### src/rtl/seq_detector_param.sv
// Serial pattern detector: flags when the last N accepted bits equal a loadable pattern,
// with overlapping/non-overlapping modes and a saturating match counter.
module seq_detector_param #(
  parameter int               N       = 8,
  parameter logic [N-1:0]     PATTERN = N'(8'b0111_1110),
  parameter int               COUNT_W = 8
) (
  input  logic               clk,
  input  logic               reset,
  input  logic               w,
  input  logic               w_valid,
  input  logic               overlap_en,
  input  logic               pattern_load,
  input  logic [N-1:0]       pattern_in,
  input  logic               clear_cnt,
  output logic               y,
  output logic [COUNT_W-1:0] match_count,
  output logic               cnt_sat
);

  localparam int               FW       = $clog2(N + 1);
  localparam logic [FW-1:0]    FILL_MAX = FW'(N);
  localparam logic [FW-1:0]    FILL_THR = FW'(N - 1);
  localparam logic [COUNT_W-1:0] CNT_MAX = '1;

  logic [N-1:0]       pat_q, pat_d;
  logic [N-1:0]       hist_q, hist_d;
  logic [FW-1:0]      fill_q, fill_d;
  logic               y_q, y_d;
  logic [COUNT_W-1:0] cnt_q, cnt_d;
  logic               sat_q, sat_d;

  logic         accept;
  logic         hit;
  logic [N-1:0] shifted;

  // A load in the same cycle wins over the data strobe; that bit is dropped.
  assign accept  = w_valid & ~pattern_load;
  assign shifted = {hist_q[N-2:0], w};
  assign hit     = accept && (fill_q >= FILL_THR) && (shifted == pat_q);

  always_comb begin
    pat_d  = pat_q;
    hist_d = hist_q;
    fill_d = fill_q;
    y_d    = hit;
    if (pattern_load) begin
      pat_d  = pattern_in;
      hist_d = '0;
      fill_d = '0;
    end else if (accept) begin
      if (hit && !overlap_en) begin
        hist_d = '0;
        fill_d = '0;
      end else begin
        hist_d = shifted;
        fill_d = (fill_q == FILL_MAX) ? FILL_MAX : fill_q + 1'b1;
      end
    end
  end

  // Clear beats a same-cycle increment; the y pulse is unaffected.
  always_comb begin
    cnt_d = cnt_q;
    sat_d = sat_q;
    if (clear_cnt) begin
      cnt_d = '0;
      sat_d = 1'b0;
    end else if (hit && cnt_q != CNT_MAX) begin
      cnt_d = cnt_q + 1'b1;
      if (cnt_q == CNT_MAX - 1'b1) sat_d = 1'b1;
    end
  end

  always_ff @(posedge clk or negedge reset) begin
    if (!reset) begin
      pat_q  <= PATTERN;
      hist_q <= '0;
      fill_q <= '0;
      y_q    <= 1'b0;
      cnt_q  <= '0;
      sat_q  <= 1'b0;
    end else begin
      pat_q  <= pat_d;
      hist_q <= hist_d;
      fill_q <= fill_d;
      y_q    <= y_d;
      cnt_q  <= cnt_d;
      sat_q  <= sat_d;
    end
  end

  assign y           = y_q;
  assign match_count = cnt_q;
  assign cnt_sat     = sat_q;

endmodule

### config.mk
export PLATFORM = sky130hd
export DESIGN_NAME = seq_detector_param
export DESIGN_NICKNAME = d
export VERILOG_FILES = /design/src/rtl/seq_detector_param.sv
export SDC_FILE = /design/constraint.sdc
export NUM_CORES = 1
export LEC_CHECK = 0
export CORE_MARGIN = 2
export CORE_UTILIZATION = 49
export CTS_BUF_LIST = sky130_fd_sc_hd__clkbuf_16
export DETAILED_ROUTE_END_ITERATION = 10
export PLACE_DENSITY = 0.74
export REMOVE_ABC_BUFFERS = 1
export SETUP_SLACK_MARGIN = 0.4
export SLEW_MARGIN = 0
export SYNTH_ARGS = -nofsm -noshare
export SYNTH_HDL_FRONTEND = slang
export SYNTH_SLANG_ARGS = --single-unit
### constraint.sdc
create_clock -name clk -period 2 [get_ports clk]
set_input_delay 0.2 -clock clk [delete_from_list [all_inputs] [get_ports clk]]
set_output_delay 0.2 -clock clk [all_outputs]
set_load 0.01 [all_outputs]
After elaboration in Yosys (flattened, before gate mapping):

Cells that the tools add are included.

* flip-flop bits (word level): 29
* bits of input ports: 15
* output and inout bits: 10
* logic and storage cells: 36

* add/subtract/negate cells: 2
* order comparisons: 1
* eq/ne operators: 4
* mux-type cells: 12
* bitwise logic cells: 2
* reduce and logical (&&, ||, !) cells: 9

Operators with widths (count)
* $mux W7: 3
* $mux W4: 4
* $mux W8: 2
* $add A8 B1 Y8 const B: 1
* $eq A8 B8 Y1: 1
* $eq A8 B8 Y1 const B: 1
* $ne A8 B8 Y1 const B: 1
* $reduce_bool A2 Y1: 3
* $add A4 B1 Y4 const B: 1
* $eq A4 B4 Y1 const B: 1
* $ge A4 B3 Y1 const B: 1
* $logic_and A1 B1 Y1: 4
* $mux W1: 3
* $reduce_and A2 Y1: 1
* $and A1 B1 Y1: 1
* $logic_not A1 Y1: 1
* $not A1 Y1: 1

Longest topological paths before layout:

Gate-level depths: netlist (run 1).

* depth in word-level cells: 8
* gate-level depth with buffers: 7
* gate-level depth less buffers: 6

Worst setup path after synthesis (run 1):

Ideal clock, no wire load.

* path type: register to register
* from: register fill_q[0]
* to: register cnt_q[4], in the netlist match_count[4]
* setup time: 0.125 ns
* arrival time: 1.709 ns
* required time: 1.875 ns
* slack: 0.167 ns
* cell stages (with the launch flop): 7
* path buffers: 0
* period minus slack after synthesis: 1.833 ns
* path through: dfrtp_1 > ha_1 > a21oi_1 > nor4_1 > nand3_1 > nor4b_1 > mux2_2

* word-level cells in the longest chain between the ends: 5

Ends and longest elaborated chain
* start, declared: RTL line 28 `logic [FW-1:0] fill_q, fill_d;`
* start signal, assigned: RTL line 86 `fill_q <= fill_d;`
* $ge A4 B3 Y1: RTL line 40 `assign hit = accept && (fill_q >= FILL_THR) && (shifted == pat_q);`
* $logic_and A1 B1 Y1 (2 in a row): RTL line 40
* $logic_and A1 B1 Y1: RTL line 69 `end else if (hit && cnt_q != CNT_MAX) begin`
* $reduce_bool A2 Y1 (no source line)
* end signal, assigned: RTL line 88 `cnt_q <= cnt_d;`
* end, declared: RTL line 30 `logic [COUNT_W-1:0] cnt_q, cnt_d;`

No other way between the ends.
A chain may end at the register's enable or synchronous reset.

Final worst setup path (run 1):

* from: register pat_q[6]
* to: register cnt_q[2], in the netlist match_count[2]

* word-level cells in the longest chain between the ends: 4

Ends and longest elaborated chain
* start, declared: RTL line 26 `logic [N-1:0] pat_q, pat_d;`
* start signal, assigned: RTL line 84 `pat_q <= pat_d;`
* $eq A8 B8 Y1: RTL line 40
* $logic_and A1 B1 Y1: RTL line 40
* $logic_and A1 B1 Y1: RTL line 69
* $reduce_bool A2 Y1 (no source line)

No other way between the ends.

==> results of run 1 <==
-- how the worst max path moves through the flow --
stage | startpoint | to | slack [ps] | depth (start not counted)
after floorplan | pat_q[4]$_DFFE_PN1P_ | match_count[3]$_DFFE_PN0P_ | 130 | 5
after global placement | w | match_count[4]$_DFFE_PN0P_ | 20 | 6
after detailed placement | pattern_load | match_count[4]$_DFFE_PN0P_ | -90 | 6
after CTS | pat_q[2]$_DFFE_PN1P_ | match_count[4]$_DFFE_PN0P_ | 130 | 5
after global routing | pat_q[4]$_DFFE_PN1P_ | match_count[2]$_DFFE_PN0P_ | -60 | 6
final | pat_q[6]$_DFFE_PN1P_ | match_count[2]$_DFFE_PN0P_ | 50 | 6
-- state kept, by name, indices dropped and copies added (netlist names) --
| name | cells |
|---|---|
| match_count | 8 |
| fill_q | 4 |
| y | 1 |
| hist_q | 7 |
| pat_q | 8 |
| cnt_sat | 1 |
-- cell usage after synthesis (all sizes together) --
master	number
buf	3
nor4	4
nor2	7
dfrtp	23
o21ai	8
nand4b	2
o2111ai	1
nand2	3
clkbuf	4
xor2	8
or2b	2
a21oi	17
nor4b	3
ha	4
or2	1
mux2	9
and3	4
nand2b	9
xnor2	1
nand4	3
inv	6
nand3	13
or3	5
dfstp	6
nor2b	1
nor3	1
-- per-stage QoR --
stage / setup slack [ps] / TNS, ps / power [mW] / util [%]
6_report: 53.3 / 0 / 1.49 / 75.7
5_1_grt: -55.9 / -87.6 / 1.53 / 75.7
4_1_cts: 129 / 0 / 1.48 / 71.9
3_5_place_dp: -88.9 / -132 / 0.773 / 62.1
3_3_place_gp: 20.9 / 0 / 0.768 / 62.1
2_1_floorplan: 134 / 0 / 0.698 / -
-- timing repair --
action | in CTS | in global routing
setup buffers | 2 | 3
pin swaps | 24 | 14
endpoints found under the setup margin | 19 | 20
gates resized for setup | 33 | 20
hold endpoints to repair | 0 | 0
-- final cells by class --
cell class | instances | area [µm²] | area share [%]
multi-input cells | 106 | 935 | 41.5
repair buffers | 42 | 390 | 17.3
flip-flops and latches | 29 | 733 | 32.5
well taps | 33 | 41.3 | 1.83
inverters | 6 | 22.5 | 0.999
clock buffers | 5 | 125 | 5.55
clock inverters | 2 | 7.51 | 0.333
-- cells by family (layout without fill, tap and decap cells) --
family / after synthesis / in the layout
AND/OR/NAND/NOR: 58 / 58
flip-flops: 29 / 29
AO/OA/AOI/OAI: 26 / 26
buffers and inverters: 13 / 55
XOR/XNOR: 9 / 9
multiplexers: 9 / 9
adder cells (fa/ha/maj): 4 / 4
-- cell usage in the layout, fill, tap and decap left out, types with 2 or more instances in the layout --
cell             instances
xor2_2                   4
dfrtp_1                 23
clkbuf_16                5
xor2_1                   4
nand4b_1                 2
nand2_1                  3
nand3_2                  8
nor4_2                   4
o21ai_2                  2
a21oi_2                 16
clkdlybuf4s50_1         24
nand2b_1                 9
o21ai_1                  3
nand4_1                  3
or2b_1                   2
dfstp_2                  6
buf_6                    4
ha_1                     3
nand3_1                  5
nor2_1                   7
o21ai_0                  3
and3_1                   3
buf_4                   14
or3_4                    4
mux2_2                   9
inv_1                    7
-- layer usage --
layer	share of wire (%)	track usage (%)	up-vias
met5	0	0	-
met4	2.6	13.0	0
met3	3.7	5.46	9
met2	52	38.1	30
met1	42	28.9	656
li1	-	-	602
-- power by group --
group	switching [mW]	internal, mW
Combinational	0.0776	0.0796
Clock	0.246	0.442
Sequential	0.0214	0.620
Total	0.345	1.14
==> results by group, run 1 <==
Outcome
  – Status: completed

Pwr
  – Worst VDD drop: 602 µV
  – Lkg Pwr: 0.881 nW
  – Power per cell area: ~660 nW/µm²

GRT
  – Vias in the first global route: 1305
  – First-pass GRT wire length: 5.93 mm
  – Initial antenna violation count: 0
  – Grt ovf: 0
  – Total track usage: 23.6%
  – Largest net degree at the start of global routing: 30

Synthesis
  – Post-synthesis xor/xnor area fraction: roughly 5.3%
  – Synth Area in Compound Gates: 8.94%
  – Synth cell types: 30
  – Mapped Area: 1500 µm²
  – Register area share after synthesis: 49.0%
  – Synth top area cells: dfrtp_1 38%, dfstp_2 11%, mux2_2 6.8%, a21oi_1 5.7%, xor2_1 4.7%
  – Cell taking the most area after synthesis: dfrtp_1
  – Post-Synthesis Cells: 148
  – Seq cells post-synth: 29
  – Yosys Warn Count: 0
  – Top cell type's share of synthesized area: a little under 40%
  – Largest family of logic cells by synthesized area: simple AND/OR/NAND/NOR gates
  – Post-synthesis simple-gate area fraction: around a quarter
  – Synth Area in Adders: under 10%
  – Multiplexer share of the synthesized area: 6.77%
  – Synthesized area per cell: 10.1 µm²

Placement
  – Placement Cell Area: between 1500 and 2000 µm²
  – Gpl congestion: 0.780
  – Placed cell count: ~210
  – DP HPWL: 2.29 mm
  – Port Buffers: 24

Floorplanning
  – Initial Util: 50.3%
  – Row count: 20
  – Ports: 25
  – Die height: approximately 60 µm
  – Die ar.: 3510 µm²
  – Core box area: between 2000 and 3000 µm²
  – Die W: just under 60 µm

Worst setup path
  – RR Startpoint: pat_q[6]$_DFFE_PN1P_
  – CP required: 2200 ps
  – Critical path capture point type: flop
  – Critical Path Fanout Max: 3
  – Critical Path, Cell by Cell: xor2_1, nor4_2, nand4b_1, buf_4, or3_4, a21oi_2
  – Slowest stage delay, CP: 540 ps
  – Setup CP Type: flop to flop
  – CP arrival: 2150 ps
  – Cell family with most CP delay: simple AND/OR/NAND/NOR gates
  – Worst path bufs/invs: 1
  – Worst reg2reg path depth: 6
  – Startpoint types: flop
  – Reg-to-reg setup timing slack: 50 ps
  – RR Endpoint: match_count[2]$_DFFE_PN0P_
  – CP max-delay cell: dfstp_2

CTS
  – CTS Sinks: 29
  – Clock-pin transition on the worst setup and hold timing paths: 50 ps
  – Total CTS buffers: 5
  – CTS Buffer Depth: 2
  – Clk_lat worst skew: 280 ps
  – CTS tree: done
  – CTS root buffer: clkbuf_16
  – Post-CTS Hold Buffers: 0
  – H-tree levels: 2

Timing
  – Max Slew Vio Count: 0
  – Minimum clock period: between 1500 and 2000 ps
  – Rel. slew slack: 65.3%
  – Fmax achieved: a little over 500 MHz
  – Final Hold Viols: 0
  – RSZ-0062 raised after global routing: true
  – Worst slew pin tran: 519 ps
  – Final setup vio count: 0
  – Worst Skew: 9.69 ps
  – WHS: 303 ps
  – Tcrit/Tclk final: 97.3%

Route
  – Total number of vias: ~1300
  – DR pass1 iterations: 4
  – DR WL/cell: ~17 µm
  – 1st-iter DRT viols: 39
  – Via density: a little under 6
  – DRC violations left: 0
  – Routed Antenna Nets: 0
  – Total Wirelength: between 3 and 4 mm

Final layout
  – Layout Cells excl Fill: 223
  – Nets@finish: 209
  – Post-route cell area: 2250 µm²
  – Area grow syn2layout: 50.5%
  – Layout cells sized above 1: about 44%
  – Ant. Diodes: 0
  – Fillers: about 200

Job
  – # Max-Cap Violations: 0

Hold path
  – Hold Crit Class: input port to asynchronous set/reset pin
(Power assumes the default switching activity.)
==> inputs of run 2 (changes only) <==
--- a/config.mk
+++ b/config.mk
@@ -6,11 +6,11 @@
 export NUM_CORES = 1
 export LEC_CHECK = 0
 export CORE_MARGIN = 2
-export CORE_UTILIZATION = 49
+export CORE_UTILIZATION = 30
 export CTS_BUF_LIST = sky130_fd_sc_hd__clkbuf_16
 export DETAILED_ROUTE_END_ITERATION = 10
-export PLACE_DENSITY = 0.74
-export REMOVE_ABC_BUFFERS = 1
+export GPL_TIMING_DRIVEN = 0
+export PLACE_DENSITY = 0.5
 export SETUP_SLACK_MARGIN = 0.4
 export SLEW_MARGIN = 0
 export SYNTH_ARGS = -nofsm -noshare
==> run 2 against run 1 <==
Compared with the run above: combinational power fell by 18%; highest routed layer unchanged; critical path depth unchanged; fmax is 4.3% higher; sequential power is essentially flat; the run now ends with hold timing left; largest power group unchanged.
==> results by group, run 2 (synthesized netlist as in run 1, its figures left out) <==
Worst setup path
  – Worst reg2reg path depth: 6
  – RR Endpoint: match_count[5]$_DFFE_PN0P_
  – Critical Path, Cell by Cell: xor2_2, nor4_2, nand4b_1, buf_6, or3_1, a21oi_1
  – Slowest stage delay, CP: 550 ps
  – Startpoint types: flop
  – CP arrival: 2060 ps
  – Critical path capture point type: flop
  – CP required: 2190 ps
  – CP max-delay cell: dfstp_2
  – Setup CP Type: flop to flop
  – Reg-to-reg setup timing slack: between 100 and 150 ps
  – RR Startpoint: pat_q[4]$_DFFE_PN1P_
  – Critical Path Fanout Max: 8

GRT
  – Largest net degree at the start of global routing: 30
  – Initial antenna violation count: 0
  – Met2 Use GR: 22.7%
  – GR peak layer: met2
  – M1 GR Usage: roughly 16%
  – Met3 Resource Use GR: 4.55%
  – Vias in the first global route: 1202
  – First-pass GRT wire length: ~5.6 mm
  – Grt ovf: 0
  – Total track usage: between 10% and 20%

Pwr
  – Power per cell area: between 600 and 700 nW/µm²
  – Worst VDD drop: 367 µV
  – Switch share: around 22%
  – Clk pwr share: a little under half
  – P_int: around 1.1 mW
  – Lkg Pwr: 0.811 nW
  – Combinational share of power: 8.9%
  – P_sw: 328 µW
  – Reg power frac: around 44%

Route
  – Routed Antenna Nets: 0
  – DR pass1 iterations: 4
  – Via density: between 4 and 5
  – Total Wirelength: 3.24 mm
  – DRC violations left: 0
  – DR WL/cell: about 13 µm
  – Total number of vias: 1209
  – 1st-iter DRT viols: 26

Timing
  – Minimum clock period: 1870 ps
  – Final setup vio count: 0
  – Max Slew Vio Count: 0
  – Tcrit/Tclk final: around 93%
  – Fmax achieved: 536 MHz
  – WHS: -47.3 ps
  – Rel. slew slack: 55.9%
  – RSZ-0062 raised after global routing: true
  – Worst slew pin tran: approximately 660 ps
  – Final Hold Viols: 23
  – Worst Skew: between 4 and 5 ps

Final layout
  – Nets@finish: 202
  – Area grow syn2layout: 39.5%
  – Ant. Diodes: 0
  – Most common cell after layout, fill and taps aside: dfrtp_1
  – Layout Cells excl Fill: 251
  – Core Util, Final: 43.9%
  – Layout cells sized above 1: 26.1%
  – Most frequent cells in the layout: 23 x dfrtp_1, 22 x clkdlybuf4s50_1, 13 x nand3_1, 13 x a21oi_1

Floorplanning
  – Die W: 74.7 µm
  – Core box area: 4750 µm²
  – Die ar.: 5570 µm²
  – Row count: 25
  – Ports: 25
  – Initial Util: around a third
  – Die height: 74.7 µm

CTS
  – CTS tree: done
  – CTS root buffer: clkbuf_16
  – CTS Sinks: 29
  – H-tree levels: 2
  – Total CTS buffers: 5
  – Clock-pin transition on the worst setup and hold timing paths: around 50 ps
  – CTS Buffer Depth: 2
  – Clk_lat worst skew: about 270 ps
  – Post-CTS Hold Buffers: 0

Placement
  – Placed cell count: ~240
  – DP HPWL: 2.37 mm
  – Port Buffers: 23
  – Gpl congestion: 0.808

Hold path
  – Hold Crit Class: input port to asynchronous set/reset pin

Job
  – # Max-Cap Violations: 0

Outcome
  – Failing checks: hold timing
  – Status: finished, violations left

Synthesis
  – Syn nets: 167
run 2: area by class of cell:
cell class                      instances  area, µm²
Clock buffer                            5        125
Sequential cell                        29        733
Buffer                                  7       45.0
Timing Repair Buffer                   28        267
Fill cell                             474       2670
Tap cell                               67       83.8
Multi-Input combinational cell        106        801
Clock inverter                          3       12.5
Inverter                                6       22.5
run 2: how the worst max path moves through the flow:
stage,start,slack [ps],end,cells after the start
after floorplan,pat_q[2]$_DFFE_PN1P_,240,match_count[4]$_DFFE_PN0P_,5
after global placement,w_valid,-150,match_count[4]$_DFFE_PN0P_,6
after detailed placement,w_valid,-150,match_count[4]$_DFFE_PN0P_,6
after CTS,pat_q[5]$_DFFE_PN1P_,160,match_count[4]$_DFFE_PN0P_,5
after global routing,pat_q[5]$_DFFE_PN1P_,10,match_count[4]$_DFFE_PN0P_,5
final,pat_q[4]$_DFFE_PN1P_,130,match_count[5]$_DFFE_PN0P_,6
run 2: power groups by stage:
stage	registers (mW)	clock network [mW]	logic, mW
2_1_floorplan	0.644	0	0.0743
3_3_place_gp	0.648	0	0.127
3_5_place_dp	0.649	0	0.129
4_1_cts	0.641	0.711	0.133
5_1_grt	0.643	0.742	0.145
6_report	0.641	0.690	0.129
run 2: timing repair:
item	CTS	global route
hold endpoints to repair	0	0
setup endpoints to repair	18	20
resized for setup	9	6
pin swaps	7	9
buffers inserted	4	1
run 2: metrics by stage:
step | area [µm²] | power (mW) | setup slack [ps] | TNS [ps]
4_1_cts | 2070 | 1.49 | 157 | 0
3_5_place_dp | 1870 | 0.778 | -152 | -300
2_1_floorplan | 1550 | 0.718 | 237 | 0
3_3_place_gp | 1870 | 0.775 | -145 | -308
5_1_grt | 2090 | 1.53 | 14.4 | 0
6_report | 2090 | 1.46 | 133 | 0
run 2: critical path: cells and delay by family (launching register included):
family | cells | cell delay, ps
simple gates | 3 | 840
flops | 1 | 550
buf+inv | 1 | 180
compound gates | 1 | 120
xor+xnor | 1 | 90
run 2: metal layers:
metal | vias up | part of all wire (%)
met5 | - | 0
met4 | 0 | 1.7
met3 | 6 | 4.7
met2 | 23 | 49
met1 | 592 | 44
li1 | 588 | -
